[src/rtl/fifo_pkg.sv]
// fifo_pkg: shared defaults, status type and clog2 helper for the sync FIFO
package fifo_pkg;
    function automatic int clog2(input int n);
        int r;
        r = 0;
        for (int v = n - 1; v > 0; v = v >> 1) r++;
        return r;
    endfunction
    localparam int FIFO_WIDTH_DEF = 8;
    localparam int FIFO_DEPTH_DEF = 8;
    localparam int FIFO_CW_DEF = clog2(FIFO_DEPTH_DEF) + 1;
    typedef struct packed {
        logic                   full;
        logic                   empty;
        logic [FIFO_CW_DEF-1:0] count;
    } fifo_status_t;
endpackage

[src/rtl/fifo_mem.sv]
// fifo_mem: DEPTH x WIDTH register array, one write port, one registered read port
module fifo_mem
    import fifo_pkg::*;
#(
    parameter int WIDTH = FIFO_WIDTH_DEF,
    parameter int DEPTH = FIFO_DEPTH_DEF,
    localparam int AW = clog2(DEPTH)
) (
    input  logic             clk,
    input  logic             rst,
    input  logic             we,
    input  logic [AW-1:0]    waddr,
    input  logic [WIDTH-1:0] wdata,
    input  logic             re,
    input  logic [AW-1:0]    raddr,
    output logic [WIDTH-1:0] rdata
);
    logic [WIDTH-1:0] mem [DEPTH];
    // storage array is deliberately not reset
    always_ff @(posedge clk) begin
        if (we) mem[waddr] <= wdata;
    end
    // read register clears on reset and holds when no read is accepted
    always_ff @(posedge clk) begin
        if (!rst) rdata <= '0;
        else if (re) rdata <= mem[raddr];
    end
endmodule

[src/rtl/sync_wr_rd_fifo.sv]
// sync_wr_rd_fifo: single-clock FIFO with occupancy/flags; FIFO_ERR_EN adds sticky overflow/underflow and assertions
module sync_wr_rd_fifo
    import fifo_pkg::*;
#(
    parameter int WIDTH = FIFO_WIDTH_DEF,
    parameter int DEPTH = FIFO_DEPTH_DEF,
    localparam int AW = clog2(DEPTH)
) (
    input  logic             clk,
    input  logic             rst,
    input  logic             wr,
    input  logic [WIDTH-1:0] din,
    input  logic             rd,
    output logic [WIDTH-1:0] dout,
    output logic             dout_vld,
    output logic             full,
    output logic             empty,
    output logic [AW:0]      count
`ifdef FIFO_ERR_EN
    ,
    output logic             overflow,
    output logic             underflow
`endif
);
    logic [AW-1:0] wptr, rptr;
    logic wr_acc, rd_acc;
    // accepts are gated by rst so strobes (even X) are ignored during reset
    assign rd_acc = rst && rd && !empty;
    assign wr_acc = rst && wr && (!full || rd_acc);
    assign full   = count == (AW+1)'(DEPTH);
    assign empty  = count == '0;
    // pointers, occupancy and read-valid pulse
    always_ff @(posedge clk) begin
        if (!rst) begin
            wptr     <= '0;
            rptr     <= '0;
            count    <= '0;
            dout_vld <= 1'b0;
        end else begin
            wptr     <= wptr + AW'(wr_acc);
            rptr     <= rptr + AW'(rd_acc);
            count    <= count + (AW+1)'(wr_acc) - (AW+1)'(rd_acc);
            dout_vld <= rd_acc;
        end
    end
    fifo_mem #(.WIDTH(WIDTH), .DEPTH(DEPTH)) u_mem (
        .clk   (clk),
        .rst   (rst),
        .we    (wr_acc),
        .waddr (wptr),
        .wdata (din),
        .re    (rd_acc),
        .raddr (rptr),
        .rdata (dout)
    );
`ifdef FIFO_ERR_EN
    // sticky error flags, cleared only by reset
    always_ff @(posedge clk) begin
        if (!rst) begin
            overflow  <= 1'b0;
            underflow <= 1'b0;
        end else begin
            if (wr && !wr_acc) overflow <= 1'b1;
            if (rd && empty) underflow <= 1'b1;
        end
    end
    a_no_wr_full: assert property (@(posedge clk) disable iff (!rst) (wr_acc && full) |-> rd_acc);
    a_vld_past:   assert property (@(posedge clk) disable iff (!rst) dout_vld |-> $past(rd_acc));
    a_flags:      assert property (@(posedge clk) disable iff (!rst) !(full && empty));
`endif
endmodule

[config.mk]
export PLATFORM = sky130hd
export DESIGN_NAME = sync_wr_rd_fifo
export DESIGN_NICKNAME = d
export VERILOG_FILES = /design/src/rtl/fifo_pkg.sv /design/src/rtl/fifo_mem.sv /design/src/rtl/sync_wr_rd_fifo.sv
export SDC_FILE = /design/constraint.sdc
export NUM_CORES = 1
export LEC_CHECK = 0
export BUFFER_PORTS_ARGS = -buffer_cell sky130_fd_sc_hd__buf_4
export CAP_MARGIN = 20
export CORE_UTILIZATION = 51
export CTS_CLUSTER_SIZE = 14
export DETAILED_ROUTE_END_ITERATION = 10
export PLACE_DENSITY_LB_ADDON = 0.12
export SLEW_MARGIN = 20
export SYNTH_ARGS = -nofsm -noshare
export SYNTH_HDL_FRONTEND = slang
export SYNTH_SLANG_ARGS = --single-unit
[constraint.sdc]
create_clock -name clk -period 4.31 [get_ports clk]
set_input_delay 0.862 -clock clk [delete_from_list [all_inputs] [get_ports clk]]
set_output_delay 0.862 -clock clk [all_outputs]
set_load 0.005 [all_outputs]
==> results of run 1 <==
-- cell families (layout without fill, tap and decap cells) --
kind of cell             count (synthesis)  in the layout
AO/OA/AOI/OAI                           28             28
flip-flops                              83             83
multiplexers                            32             32
buffers and inverters                   15             51
adder cells (fa/ha/maj)                 10             10
AND/OR/NAND/NOR                         45             45
XOR/XNOR                                 4              4
-- per-stage QoR --
stage / cell area (um^2) / setup slack (ns) / power [uW]
floorplan: 3450 / 2.02 / 1230
global placement: 3620 / 1.60 / 1330
detailed placement: 3620 / 1.56 / 1330
CTS: 3840 / 1.70 / 1920
global route: 3840 / 1.55 / 2010
finish: 3840 / 1.74 / 1910
-- critical path, delay by kind of cell (launching register included) --
kind / cells / cell delay (ns)
flip-flops: 1 / 0.32
XOR/XNOR: 1 / 0.15
buffers and inverters: 2 / 0.20
AND/OR/NAND/NOR: 5 / 1.03
adder cells (fa/ha/maj): 3 / 0.78
-- sequential cells by signal (all words and copies together), names as in the netlist --
register,count
wptr,3
count,4
rptr,3
u_mem.rdata,8
u_mem.mem,64
dout_vld,1
-- cell usage after synthesis (all sizes together) --
library cell / instances
nor3: 2
fa: 1
nand2b: 4
nor3b: 1
mux2: 32
clkdlybuf4s18: 1
edfxtp: 64
nor2: 6
a21oi: 1
clkbuf: 2
a21boi: 2
o31ai: 8
bufbuf: 1
and2: 12
or2b: 1
ha: 9
nand3b: 1
dfxtp: 19
a21o: 1
inv: 6
xor2: 4
o22ai: 16
buf: 5
nand3: 2
or3b: 2
nand2: 13
or2: 1
-- worst min-delay path by stage --
stage | start | endpoint | slack [ns]
detailed placement | u_mem.rdata[0] | u_mem.rdata[0] | 0.45
global route | u_mem.rdata[0] | u_mem.rdata[0] | 0.48
CTS | u_mem.rdata[5] | u_mem.rdata[5] | 0.47
finish | u_mem.rdata[5] | u_mem.rdata[5] | 0.46
global placement | u_mem.rdata[5] | u_mem.rdata[5] | 0.44
floorplan | u_mem.rdata[0] | u_mem.rdata[0] | 0.45
-- area by class of cell --
class | count | share of cell area [%]
clock buffer | 9 | 3.23
clock inverter | 7 | 2.41
tap | 77 | 2.51
multi-input combinational | 119 | 25.6
inverter | 6 | 0.587
sequential | 83 | 60.0
timing repair buffer | 29 | 5.68
-- layer usage --
layer | up-vias | GRT usage [%] | wire length (um)
met1 | 873 | 26.4 | 2750
met4 | 0 | 7.52 | 89
li1 | 871 | - | -
met5 | - | 0 | 0
met3 | 10 | 5.11 | 415
met2 | 49 | 30.1 | 2910
-- power breakdown --
group	internal [uW]	total (uW)	switching, uW
Clock	324	600	276
Combinational	194	359	166
Sequential	912	952	40.5
==> results.md, run 1 <==
- GRT overflow: 0
- Post-synthesis instance total: 217
- Clk slew on worst S/H paths: around 0.08 ns
- Starting Density: about 53%
- CP peak stage delay: approximately 0.42 ns
- YS warnings: 0
- Fin Hold WS: 0.459 ns
- Final Slew Violations: 0
- Skew final: 0.00725 ns
- Routed len/inst: 18.7 um
- Most frequent cells in the layout: edfxtp_1, buf_4, dfxtp_1
- Worst IR Drop VDD: 263 uV
- Syn nets: 239
- Clock latency on the worst-skew pair: 0.35 ns
- DP HPWL: 3810 um
- Reg2Reg Depth: 11
- Fillers: 518
- Compound-Gate Fraction of Synth Area: 5.76%
- Crit path to: count[2]
- CP Launch Point: count[2]
- Leading cell type in the layout, fill and taps excluded: edfxtp_1
- Hold Buf Count CTS: 0
- Critical Path Start Type: flip-flop
- CTS tree: done
- Die W: 84.3 um
- Synth Register Bits: 83
- Rows: 29
- Worst-Margin Slew: 0.990 ns
- Sequential share of the synthesized area: between 60% and 70%
- Unrepaired setup endpoints after global routing: false
- Period minus WS final: approximately 2.6 ns
- H-tree lvl count: 3
- Drt first-iter violations: 100
- Area leader, netlist: edfxtp_1
- Ports: 27
- Area growth from synthesis to layout: 11.1%
- Area of the multi-input gates: 981 um^2
- Share of cells above drive strength 1: 25.3%
- FF-to-FF setup slack: between 1.5 and 2 ns
- Final number of setup-violating endpoints: 0
- Final nets: 270
- Hold depth: 2
- Clock Tree Root: clkbuf_8
- Post-Route WL: 6170 um
- Cts bufs inserted: 9
- Period utilization: 59.7%
- Max_slew headroom: 33.8%
- Postcts setup bufs: 0
- Area share of xor/xnor cells in the synthesized design: 1.01%
- Final ANT Viol Nets: 0
- Syn_area_per_cell: roughly 16 um^2
- Clock sinks: 83
- Final setup TNS: 0 ns
- Remaining DRCs: 4
- Worst EP required: 4.56 ns
- CORE AREA: 6460 um^2
- Crit end category: flip-flop
- Crit path kind: reg -> reg
- First-pass GRT wire length: 9720 um
- Post-layout util: 59.4%
- Distinct cells, synth: 35
- Status: finished, violations left
- Via density per instance: roughly 5.5
- Maximum number of pins on one net before global-route repair: 21
- Top-area cell type share of the netlist area: approximately 56%
- Max Cap Violations: 0
- Reg2Reg Capture Point: count[2]
- Fin. Hold Viols: 0
- Die Area: slightly above 7000 um^2
- Gpl congestion: 0.745
- Post-Synth Simple-Gate Area: 7.03%
- Clk buf depth: 2
- Mux cell area share after synthesis: 10.8%
- DR pass1 iterations: 7
- Tot GR Track Use: 19.4%
- Leak: 0.00140 uW
- Slowest CP cell: or3b_4
- Adder-Cell Fraction of Synth Area: 3.84%
- Final Non-Filler Cells: 330
- Vias in the first global route: roughly 1.8k
- CP arrival: between 2 and 3 ns
- Vias post-DR: 1803
- Area contributors post-synth: edfxtp_1, dfxtp_1, mux2_1
- Die height: ~84 um
- Post-CTS resize count: 0
- Worst r2r src: count[2]
- Achievable Freq: ~400 MHz
- Storage cell area: 2300 um^2
- Post-Syn Area: 3450 um^2
- Placed insts: 314
- Antenna Cells: 0
- Hold crit path type: reg -> reg
- Sequence of cells on the critical path: inv_1 > ha_1 > or3b_4 > nand2_2 > inv_1 > nand2b_1 > nand2_1 > ha_1 > fa_1 > xor2_1 > and2_1
- Largest family of logic cells by synthesized area: multiplexers
- Failing checks: DRC
- PwrDens: 498 nW/um^2
- Number of buffers added on ports: 26
- Initial antenna violation count: 0
- Maximum fanout along the worst path: 11
No activity file was read; power rests on OpenSTA's default activity.
==> run 2: changes to the inputs <==
==> constraint.sdc (replaced) <==
create_clock -name clk -period 2.6 [get_ports clk]
set_input_delay 0.52 -clock clk [delete_from_list [all_inputs] [get_ports clk]]
set_output_delay 0.52 -clock clk [all_outputs]
set_load 0.005 [all_outputs]
==> run 2 against run 1 <==
The run still ends with DRC left. Count of clock-buffer cells in the layout rose by 2. Critical path depth did not move. Power rose by 60%. Global-route usage barely moved. Worst setup slack got worse by 1.4 ns. Clock skew barely moved. First-iteration DRC count rose by 2.0%. Critical path type unchanged. Largest power group unchanged.
==> results.md, run 2 (synthesis results as in run 1) <==
- Worst EP required: 2.84 ns
- Leading cell type in the layout, fill and taps excluded: edfxtp_1
- CTS tree: done
- Max reg flops: 64
- Post-Route WL: just over 6000 um
- Hold crit path type: in -> reg
- Die W: 84.3 um
- Fillers: about 500
- CP Depth: 11
- Most frequent cells in the layout: edfxtp_1, buf_4, dfxtp_1
- Via density per instance: 5.43
- PwrDens: 791 nW/um^2
- Vias post-DR: between 1.5k and 2k
- Reg2Reg Depth: 11
- Hold Buf Count CTS: 0
- Fin. Hold Viols: 0
- Worst-Margin Slew: 0.490 ns
- Biggest regs: u_mem.mem (64), u_mem.rdata (8), count (4)
- Area growth from synthesis to layout: 12.0%
- Final ANT Viol Nets: 0
- Internal power: 2280 uW
- Failing checks: DRC
- Crit end category: flip-flop
- Postcts setup bufs: 0
- Crit path kind: reg -> reg
- Routed len/inst: ~18 um
- Gate power share: slightly above 20%
- Worst IR Drop VDD: 474 uV
- Gpl congestion: 0.722
- CP peak stage delay: 0.41 ns
- Switching Share: about a quarter
- Antenna Cells: 0
- Reg power frac: 51.0%
- Share of cells above drive strength 1: 26.8%
- Ports: 27
- Final setup TNS: 0 ns
- Maximum fanout along the worst path: 3
- First-pass GRT wire length: 9940 um
- Number of buffers added on ports: 26
- Post-CTS resize count: 0
- Remaining DRCs: 4
- Top reg by flops: u_mem.mem
- H-tree lvl count: 3
- Top cell family by delay on the critical path: simple AND/OR/NAND/NOR gates
- Clk buf depth: 2
- Clock share of power: 28.7%
- Starting Density: around 53%
- Unrepaired setup endpoints after global routing: false
- Vias in the first global route: 1873
- CORE AREA: around 6500 um^2
- Skew final: 0.00713 ns
- Period utilization: 88.3%
- Die Area: between 7000 and 8000 um^2
- Cts bufs inserted: 9
- DR pass1 iterations: 7
- Maximum number of pins on one net before global-route repair: 33
- P_sw: 779 uW
- Final number of setup-violating endpoints: 0
- Slowest CP cell: or3b_4
- Max_slew headroom: 67.3%
- Post-layout util: 59.8%
- Max Cap Violations: 0
- Rows: 29
- Sequence of cells on the critical path: inv_1 > ha_1 > or3b_4 > nand2_2 > inv_1 > nand2b_1 > nand2_1 > ha_1 > fa_1 > xor2_1 > and2_1
- Final Slew Violations: 0
- Final nets: 278
- Die height: about 84 um
- Clock sinks: between 80 and 90
- DP HPWL: slightly below 4000 um
- GRT overflow: 0
- Hold depth: 1
- CP arrival: 2.54 ns
- Drt first-iter violations: 102
- Leak: 0.00143 uW
- Clock Tree Root: clkbuf_8
- Tot GR Track Use: 19.5%
- Period minus WS final: 2.30 ns
- Bufs and invs on worst path: 2
- Clk slew on worst S/H paths: 0.08 ns
- Initial antenna violation count: 0
- Status: finished, violations left
- Clock latency on the worst-skew pair: 0.35 ns
- Critical Path Start Type: flip-flop
- Achievable Freq: about 440 MHz
==> run 2: cell count changes in the layout (fill, tap and decap cells not counted) <==
cell and change:
buf_4 +8, clkinv_4 -1, bufinv_16 -1, clkbuf_1 +2
==> run 2: worst reg2reg max path, cell delays in order, from the launching register on <==
cell and delay (ns):
dfxtp_1 0.31, inv_1 0.10, ha_1 0.16, or3b_4 0.41, nand2_2 0.08, inv_1 0.06, nand2b_1 0.13, nand2_1 0.08
ha_1 0.21, fa_1 0.37, xor2_1 0.15, and2_1 0.14
==> run 2: path summary, 6_finish.rpt <==
check                               startpoint              end  slack, ns
worst min register to register  u_mem.rdata[7]   u_mem.rdata[7]       0.46
worst max register to register        count[2]         count[2]       0.30
worst min-delay path                    din[6]  u_mem.mem[7][6]       0.40
worst max-delay path                  count[2]         count[2]       0.30
==> run 2: final cells by class <==
| cell class | instances | area, um^2 | area share [%] |
|---|---|---|---|
| sequential | 83 | 2300 | 59.6 |
| multi-input combinational | 119 | 981 | 25.4 |
| inverter | 6 | 22.5 | 0.583 |
| timing repair buffer | 37 | 278 | 7.19 |
| clock inverter | 5 | 53.8 | 1.39 |
| tap | 77 | 96.3 | 2.49 |
| clock buffer | 11 | 131 | 3.40 |
==> run 2: through the flow <==
| stage | setup slack [ns] | hold slack, ns | total power (uW) | area, um^2 | cells |
|---|---|---|---|---|---|
| after floorplan | 0.385 | 0.449 | 2040 | 3450 | 217 |
| after global placement | 0.349 | 0.449 | 2210 | 3680 | 322 |
| after detailed placement | 0.313 | 0.445 | 2220 | 3680 | 322 |
| after CTS | 0.299 | 0.389 | 3090 | 3860 | 338 |
| after global routing | 0.165 | 0.382 | 3210 | 3860 | 338 |
| final | 0.304 | 0.405 | 3060 | 3860 | 338 |
==> run 2: routing by layer <==
metal | track usage (%) | vias to the layer above | routed length, um
li1 | - | 890 | -
met1 | 25.2 | 909 | 2960
met2 | 31.6 | 29 | 2990
met3 | 5.41 | 6 | 195
met4 | 7.05 | 0 | 59
met5 | 0 | - | 0
==> run 2: power groups by stage <==
| stage | sequential [uW] | clock (uW) | combinational, uW |
|---|---|---|---|
| floorplan | 1590 | 0 | 453 |
| global placement | 1590 | 0 | 620 |
| detailed placement | 1590 | 0 | 627 |
| CTS | 1560 | 894 | 631 |
| global route | 1570 | 949 | 693 |
| finish | 1560 | 878 | 620 |
